===== config.mk =====
export PLATFORM = sky130hd
export DESIGN_NAME = clint
export DESIGN_NICKNAME = d
export VERILOG_FILES = /design/src/rtl/clint_pkg.sv /design/src/rtl/clint_mtime_counter.sv /design/src/rtl/clint.sv
export SDC_FILE = /design/constraint.sdc
export NUM_CORES = 1
export LEC_CHECK = 0
export ABC_AREA = 1
export BUFFER_PORTS_ARGS = -buffer_cell sky130_fd_sc_hd__buf_2
export CORE_MARGIN = 10
export CORE_UTILIZATION = 30
export CTS_CLUSTER_DIAMETER = 30
export CTS_CLUSTER_SIZE = 24
export DETAILED_ROUTE_END_ITERATION = 8
export PLACE_DENSITY = 0.55
export SLEW_MARGIN = 25
export SYNTH_ARGS = -nofsm -noshare
export SYNTH_HDL_FRONTEND = slang
export SYNTH_HIERARCHICAL = 1
export SYNTH_SLANG_ARGS = --single-unit

===== constraint.sdc =====
create_clock -name clk -period 7.94 [get_ports clk]
set_input_delay 0.794 -clock clk [delete_from_list [all_inputs] [get_ports clk]]
set_output_delay 0.794 -clock clk [all_outputs]
set_load 0.1 [all_outputs]

===== src/rtl/clint_pkg.sv =====
// clint_pkg
//   Shared types and constants for the core-local interruptor (CLINT).
//   - dbus_req_t / dbus_resp_t : data-bus request/response structs
//   - CLINT_*_OFF              : register offsets inside the 64 KiB window
//   - clint_state_t            : bus responder FSM states
//   - merge_bytes              : byte-lane write merge helper
package clint_pkg;

  typedef struct packed {
    logic        valid;
    logic [63:0] addr;
    logic [2:0]  size;
    logic [7:0]  strobe;
    logic [63:0] data;
  } dbus_req_t;

  typedef struct packed {
    logic        addr_ok;
    logic        data_ok;
    logic [63:0] data;
  } dbus_resp_t;

  localparam logic [15:0] CLINT_MSIP_OFF     = 16'h0000;
  localparam logic [15:0] CLINT_MTIMECMP_OFF = 16'h4000;
  localparam logic [15:0] CLINT_MTIME_OFF    = 16'hBFF8;

  typedef enum logic [1:0] {
    IDLE,
    WAIT,
    RESP
  } clint_state_t;

  // Replace only the bytes whose strobe bit is set.
  function automatic logic [63:0] merge_bytes(input logic [63:0] old_val,
                                              input logic [63:0] new_val,
                                              input logic [7:0]  strobe);
    logic [63:0] res;
    res = old_val;
    for (int i = 0; i < 8; i++) begin
      if (strobe[i]) res[8*i +: 8] = new_val[8*i +: 8];
    end
    return res;
  endfunction

endpackage


===== src/rtl/clint_mtime_counter.sv =====
// clint_mtime_counter
//   Free-running 64-bit mtime with a clock prescaler and a byte-strobed
//   software write port.
//   Ports:
//     clk, reset : clock, asynchronous active-high reset
//     we         : write enable (commit this cycle)
//     wstrb      : byte strobes for the write
//     wdata      : write data
//     mtime      : current counter value
module clint_mtime_counter
  import clint_pkg::*;
#(
  parameter int TICK_DIV = 1
) (
  input  logic        clk,
  input  logic        reset,
  input  logic        we,
  input  logic [7:0]  wstrb,
  input  logic [63:0] wdata,
  output logic [63:0] mtime
);

  logic [31:0] prescaler;
  logic        tick;

  assign tick = (prescaler == 32'(TICK_DIV - 1));

  // The prescaler keeps running even when a software write lands on a tick.
  always_ff @(posedge clk or posedge reset) begin
    if (reset) begin
      prescaler <= '0;
    end else if (tick) begin
      prescaler <= '0;
    end else begin
      prescaler <= prescaler + 32'd1;
    end
  end

  // A software write takes priority; a coincident tick is lost.
  always_ff @(posedge clk or posedge reset) begin
    if (reset) begin
      mtime <= '0;
    end else if (we) begin
      mtime <= merge_bytes(mtime, wdata, wstrb);
    end else if (tick) begin
      mtime <= mtime + 64'd1;
    end
  end

endmodule


===== src/rtl/clint.sv =====
// clint
//   Memory-mapped core-local interruptor on the data-bus responder side.
//   Provides msip (software interrupt), mtimecmp and a free-running mtime.
//   Ports:
//     clk, reset : clock, asynchronous active-high reset
//     dreq       : data-bus request from the core
//     dresp      : data-bus response (addr_ok/data_ok pulse for one cycle)
//     trint      : timer interrupt level (mtime >= mtimecmp)
//     swint      : software interrupt level (msip bit 0)
//     mtime_o    : current mtime
//   Build option:
//     CLINT_MTIME_WRITE_EN : when defined, software writes to mtime take
//                            effect; otherwise they are acknowledged and
//                            discarded.
module clint
  import clint_pkg::*;
#(
  parameter logic [63:0] BASE_ADDR = 64'h0000_0000_0200_0000,
  parameter int          TICK_DIV  = 1,
  parameter int          RESP_LAT  = 1
) (
  input  logic        clk,
  input  logic        reset,
  input  dbus_req_t   dreq,
  output dbus_resp_t  dresp,
  output logic        trint,
  output logic        swint,
  output logic [63:0] mtime_o
);

  clint_state_t state, state_next;

  logic [31:0] wait_cnt;
  logic [15:3] req_off;
  logic [7:0]  req_strobe;
  logic [63:0] req_data;

  logic        hit;
  logic [15:0] off;
  logic        wr_en;
  logic        mtime_we;
  logic        msip;
  logic [63:0] mtimecmp;
  logic [63:0] mtime;
  logic [63:0] rdata;

  // Byte size and sub-doubleword address bits do not affect decode.
  logic unused_bits;
  assign unused_bits = ^{dreq.size, dreq.addr[2:0]};

  assign hit   = dreq.valid && (dreq.addr[63:16] == BASE_ADDR[63:16]);
  assign off   = {req_off, 3'b000};
  assign wr_en = (state == RESP) && (|req_strobe);

  always_ff @(posedge clk or posedge reset) begin
    if (reset) begin
      state <= IDLE;
    end else begin
      state <= state_next;
    end
  end

  // Dropping valid while waiting abandons the transaction silently.
  always_comb begin
    state_next = state;
    unique case (state)
      IDLE:    if (hit) state_next = WAIT;
      WAIT: begin
        if (!dreq.valid)        state_next = IDLE;
        else if (wait_cnt == 0) state_next = RESP;
      end
      RESP:    state_next = IDLE;
      default: state_next = IDLE;
    endcase
  end

  always_ff @(posedge clk or posedge reset) begin
    if (reset) begin
      wait_cnt   <= '0;
      req_off    <= '0;
      req_strobe <= '0;
      req_data   <= '0;
    end else if (state == IDLE && hit) begin
      wait_cnt   <= 32'(RESP_LAT - 1);
      req_off    <= dreq.addr[15:3];
      req_strobe <= dreq.strobe;
      req_data   <= dreq.data;
    end else if (state == WAIT && wait_cnt != 0) begin
      wait_cnt   <= wait_cnt - 32'd1;
    end
  end

  always_ff @(posedge clk or posedge reset) begin
    if (reset) begin
      msip <= 1'b0;
    end else if (wr_en && off == CLINT_MSIP_OFF && req_strobe[0]) begin
      msip <= req_data[0];
    end
  end

  always_ff @(posedge clk or posedge reset) begin
    if (reset) begin
      mtimecmp <= '1;
    end else if (wr_en && off == CLINT_MTIMECMP_OFF) begin
      mtimecmp <= merge_bytes(mtimecmp, req_data, req_strobe);
    end
  end

`ifdef CLINT_MTIME_WRITE_EN
  assign mtime_we = wr_en && (off == CLINT_MTIME_OFF);
`else
  assign mtime_we = 1'b0;
`endif

  clint_mtime_counter #(
    .TICK_DIV (TICK_DIV)
  ) u_mtime (
    .clk   (clk),
    .reset (reset),
    .we    (mtime_we),
    .wstrb (req_strobe),
    .wdata (req_data),
    .mtime (mtime)
  );

  always_comb begin
    rdata = '0;
    case (off)
      CLINT_MSIP_OFF:     rdata = {63'd0, msip};
      CLINT_MTIMECMP_OFF: rdata = mtimecmp;
      CLINT_MTIME_OFF:    rdata = mtime;
      default:            rdata = '0;
    endcase
  end

  // Response is decoded from state so reset clears it immediately.
  always_comb begin
    dresp = '0;
    if (state == RESP) begin
      dresp.addr_ok = 1'b1;
      dresp.data_ok = 1'b1;
      dresp.data    = rdata;
    end
  end

  assign trint   = (mtime >= mtimecmp);
  assign swint   = msip;
  assign mtime_o = mtime;

endmodule


Yosys cells after proc, flatten, opt, wreduce, memory -nomap -nowiden
Cells that the tools add are included.
Widths: inputs -> output; s select.
{ "classes": {"addsub": 3, "magnitude_cmp": 1, "eq_ne": 7, "n_mux": 9, "reduce_logical": 23} }
{ "ops": {"columns": ["operator", "count"], "rows": [
  ["$pmux 64 s3", 1],
  ["$mux 32", 3],
  ["$mux 66", 1],
  ["$add 64x1->64 const B", 1],
  ["$ge 64x64->1", 1],
  ["$logic_not 32->1", 2],
  ["$eq 48x10->1 const B", 1],
  ["$add 32x1->32 const B", 1],
  ["$reduce_bool 32->1", 1],
  ["$sub 32x1->32 const B", 1],
  ["$reduce_and 2->1", 9],
  ["$logic_not 16->1", 1],
  ["$eq 13x12->1 const B", 1],
  ["$eq 13x13->1 const B", 1],
  ["$reduce_or 8->1", 1],
  ["$logic_and 1x1->1", 7],
  ["$mux 2", 3],
  ["$pmux 2 s2", 1],
  ["$ne 3x3->1 const B", 1],
  ["$eq 2x1->1 const B", 1],
  ["$eq 2x2->1 const B", 1],
  ["$logic_not 2->1", 1],
  ["$ne 2x2->1 const B", 1],
  ["$reduce_bool 2->1", 1]
]} }
{ "word_totals": {"regBits": 280, "inputBits": 142, "out_inout_bits": 132, "wordCells": 59} }

Logic depth before layout (Yosys ltp)
{ "logic_depth": {"word_depth": 4, "ltp_mapped": 15, "ltp_nobuf": 15} }

Modules after synthesis
Netlist, hierarchy kept.
{ "modules_own_cells": {"columns": ["mod", "instances", "cells_per_inst", "area_per_inst_um2", "seq_area_each_um2"], "rows": [
  ["clint", 1, 1526, 10988.0, 4684.5],
  ["clint_mtime_counter", 1, 1153, 7250.7, 2402.3]
]} }

Worst setup path after synthesis
OpenSTA, ideal clock, no wires.
{ "synth_timing": {"kind": "flip-flop to output port", "from": "reg state[0]", "to": "out dresp[55] in the netlist's numbering", "arrival_time_ns": 3.162, "slack_ns": 3.984, "path_stages_with_launch": 7, "cell_sequence": "dfrtp_1 > inv_1 > nand2_1 > inv_1 > nand2_1 > clkbuf_1 > a21oi_1"} }
{ "synth_lines": {"columns": ["item", "line", "rtl"], "rows": [
  ["start: declaration", "clint.sv:31", "clint_state_t state, state_next;"],
  ["start signal: assignment", "clint.sv:59", "state <= state_next;"],
  ["end: declaration", "clint.sv:25", "output dbus_resp_t dresp,"]
]} }

==> reports/summary.txt <==
area delta synth->final: 26.5%
Crit Path Class: flop to primary output
most frequent cells in the layout: 924 x nand2_1, 379 x nor2_1, 267 x buf_2
Initial Util: 0.303
largest net degree at the start of global routing: 123
CTS max path bufs: 3
Placeable Area: 60200 µm²
CP endpoint kind: primary output
Setup WS pre-CTS: 4.45 ns
CTS tree: built
Max stage delay on crit path: 0.49 ns
Ports: 274
Net count, final: 3168
post-detailed-route via-to-cell ratio: 4.76
combinational power share: 0.102
clock share of power: 0.611
die area: 71100 µm²
first-pass GRT wire length: 101 mm
number of antenna violations at the first check in global routing: 5
Final Wtd Congestion: 0.932
fin crit period: 4.09 ns
post-synthesis register bit count: 280
CTS Sinks: 280
CTS Hold Bufs: 0
average wire per standard cell: 16.9 µm
Synth Cell Area: 18200 µm²
crit share post-route: 0.515
switching portion of total power: 0.277
CP top delay family: simple AND/OR/NAND/NOR gates
hold slack final: 0.369 ns
Async SR Flop Fraction: 1.00
Worst Skew: 0.0335 ns
Die Height: 267 µm
signal arrival time at the worst endpoint: 3.30 ns
switching power: 0.00149 W
VDD IR max: 0.170 mV
setup ws final: 3.85 ns
vias in the first global route: 17500
initial drt markers: 1340
status: complete, no violations
post-synthesis sequential area ratio: 0.389
Synth area leaders: dfrtp_1 30%, nand2_1 19%, dfstp_2 9.2%
final hold vios: 0
Hold Path Class: input pin to flop
final setup vio count: 0
Die W: 267 µm
commonest non-fill, non-tap cell in the layout: nand2_1
Post-synth EDFFs: 0
Slowest-stage cell, CP: buf_2
total of max-cap violations: 0
CP max FO: 34
CTS root buffer: clkbuf_16
syn_area_per_cell: 6.81 µm²
remaining global-route overflow: 0
Fill cells: 6369
H-tree depth: 3
CP Cell Sequence: nor2_1 -> nand2_1 -> nor2_1 -> nand3_1 -> nand2_1 -> nand2_2 -> buf_4 -> a21oi_1 -> buf_2
Synth top area share: 0.296
WP data required: 7.15 ns
warnings from Yosys: 6
Synth area leader: dfrtp_1
DR vias: 18100
cell-internal power: 0.00389 W
post-CTS setup buffer count: 0
row cnt: 90
placed cell count: 3657
DRC errors left: 0
PwrDens: 233 nW/µm²
final cell count without fillers: 3808
drt first pass iters: 5
Rel. slew slack: 0.370
synth unique cells: 45
synthesized instance count: 2679
dominant synthesized flop cell: dfrtp_1
RSZ-0062 raised after global routing: no
layout cells sized above 1: 0.179
Tot GR Track Use: 0.179
FMAX: 244 MHz
post_cts resized: 0
Tightest Pin Transition: 0.945 ns
Reg power frac: 0.287
Slew Viols, Final: 0
worst-skew pair later-pin latency: 0.62 ns
Worst-path clk slew: 0.05 ns
critical path startpoint category: flop
TNS Setup: 0 ns
cts bufs inserted: 80
Leakage: 11.4 nW
final WL: 64.3 mm
Routed Antenna Nets: 0
Detail Placement HPWL: 48.2 mm
CP bufs+invs: 2
I/O Buffers: 267
worst paths after layout:
check	start	endpoint	slack (ns)	depth (start not counted)
worst max-delay path	req_off[6]$_DFFE_PP0P_	dresp[57]	3.85	9
worst min register to register	mtimecmp[47]$_DFFE_PP1P_	mtimecmp[47]$_DFFE_PP1P_	0.48	2
min in group asynchronous	reset	wait_cnt[25]$_DFFE_PP0P_	0.39	2
max in group asynchronous	reset	req_data[55]$_DFFE_PP0P_	6.11	3
worst min-delay path	dreq[64]	req_strobe[0]$_DFFE_PP0P_	0.37	3
worst max register to register	req_strobe[3]$_DFFE_PP0P_	mtimecmp[28]$_DFFE_PP1P_	5.38	7
layout make-up:
cell class / count / area (µm²) / area share
Clock inverter: 38 / 568 / 0.0246
Timing Repair Buffer: 277 / 1410 / 0.0612
Multi-Input combinational cell: 2073 / 9850 / 0.427
Clock buffer: 112 / 2240 / 0.0972
Sequential cell: 280 / 7090 / 0.307
Antenna cell: 1 / 2.50 / 0.000108
Tap cell: 782 / 978 / 0.0424
Inverter: 245 / 931 / 0.0404
synthesized netlist by cell type, types with 7 or more instances:
cell type,count
xnor2_1,15
nor3_1,25
nand2_2,11
dfrtp_1,216
o21ai_1,13
nor2_1,379
ha_1,69
or2_2,14
clkbuf_1,40
nor4_1,7
buf_2,25
nand4_1,41
buf_4,10
a21oi_1,166
o21ai_0,84
nor2_2,14
nand3b_1,16
nand2_1,925
dfstp_2,64
xor2_1,51
nand3_1,199
inv_1,238
power by group through the flow:
stage | registers (W) | clock network, W | logic, W
after floorplan | 0.00173 | 0 | 0.000208
after global placement | 0.00156 | 0 | 0.000542
after detailed placement | 0.00156 | 0 | 0.000545
after CTS | 0.00154 | 0.00334 | 0.000547
after global routing | 0.00155 | 0.00342 | 0.000598
final | 0.00154 | 0.00328 | 0.000548
routing by layer:
layer  GRT usage  share of wire  up-vias
met3      0.0446          0.074       80
met4      0.0476          0.017        4
li1            -              -     9117
met1       0.251           0.48     8384
met2       0.269           0.43      533
met5           0        0.00042        -
metrics by stage:
stage	util	total power [W]	area, µm²
5_1_grt	0.383	0.00557	23100
2_1_floorplan	-	0.00194	18200
3_3_place_gp	0.336	0.00211	20300
6_report	0.383	0.00537	23100
4_1_cts	0.383	0.00543	23100
3_5_place_dp	0.336	0.00211	20300
tightest hold or removal path: cells and delay by family:
family,cells,cell delay [ns]
buffers and inverters,1,0.07
and+or+nand+nor,2,0.08
flip-flops by register name, summed over array words and instances (netlist names):
name	count
mtimecmp	64
req_data	64
u_mtime/mtime	64
u_mtime/prescaler	32
wait_cnt	32
req_off	13
req_strobe	8
state	2
swint	1
kinds of logic (layout without fill, tap and decap cells):
kind of cell / Yosys count / in the layout / synth area share
adder cells (fa/ha/maj): 69 / 69 / 0.0473
XOR/XNOR: 66 / 66 / 0.0317
AND/OR/NAND/NOR: 1655 / 1655 / 0.379
flip-flops: 280 / 280 / 0.389
AO/OA/AOI/OAI: 281 / 281 / 0.0801
buffers and inverters: 327 / 672 / 0.0727
other: 1 / 3 / 0.000206
(Power assumes the default switching activity.)
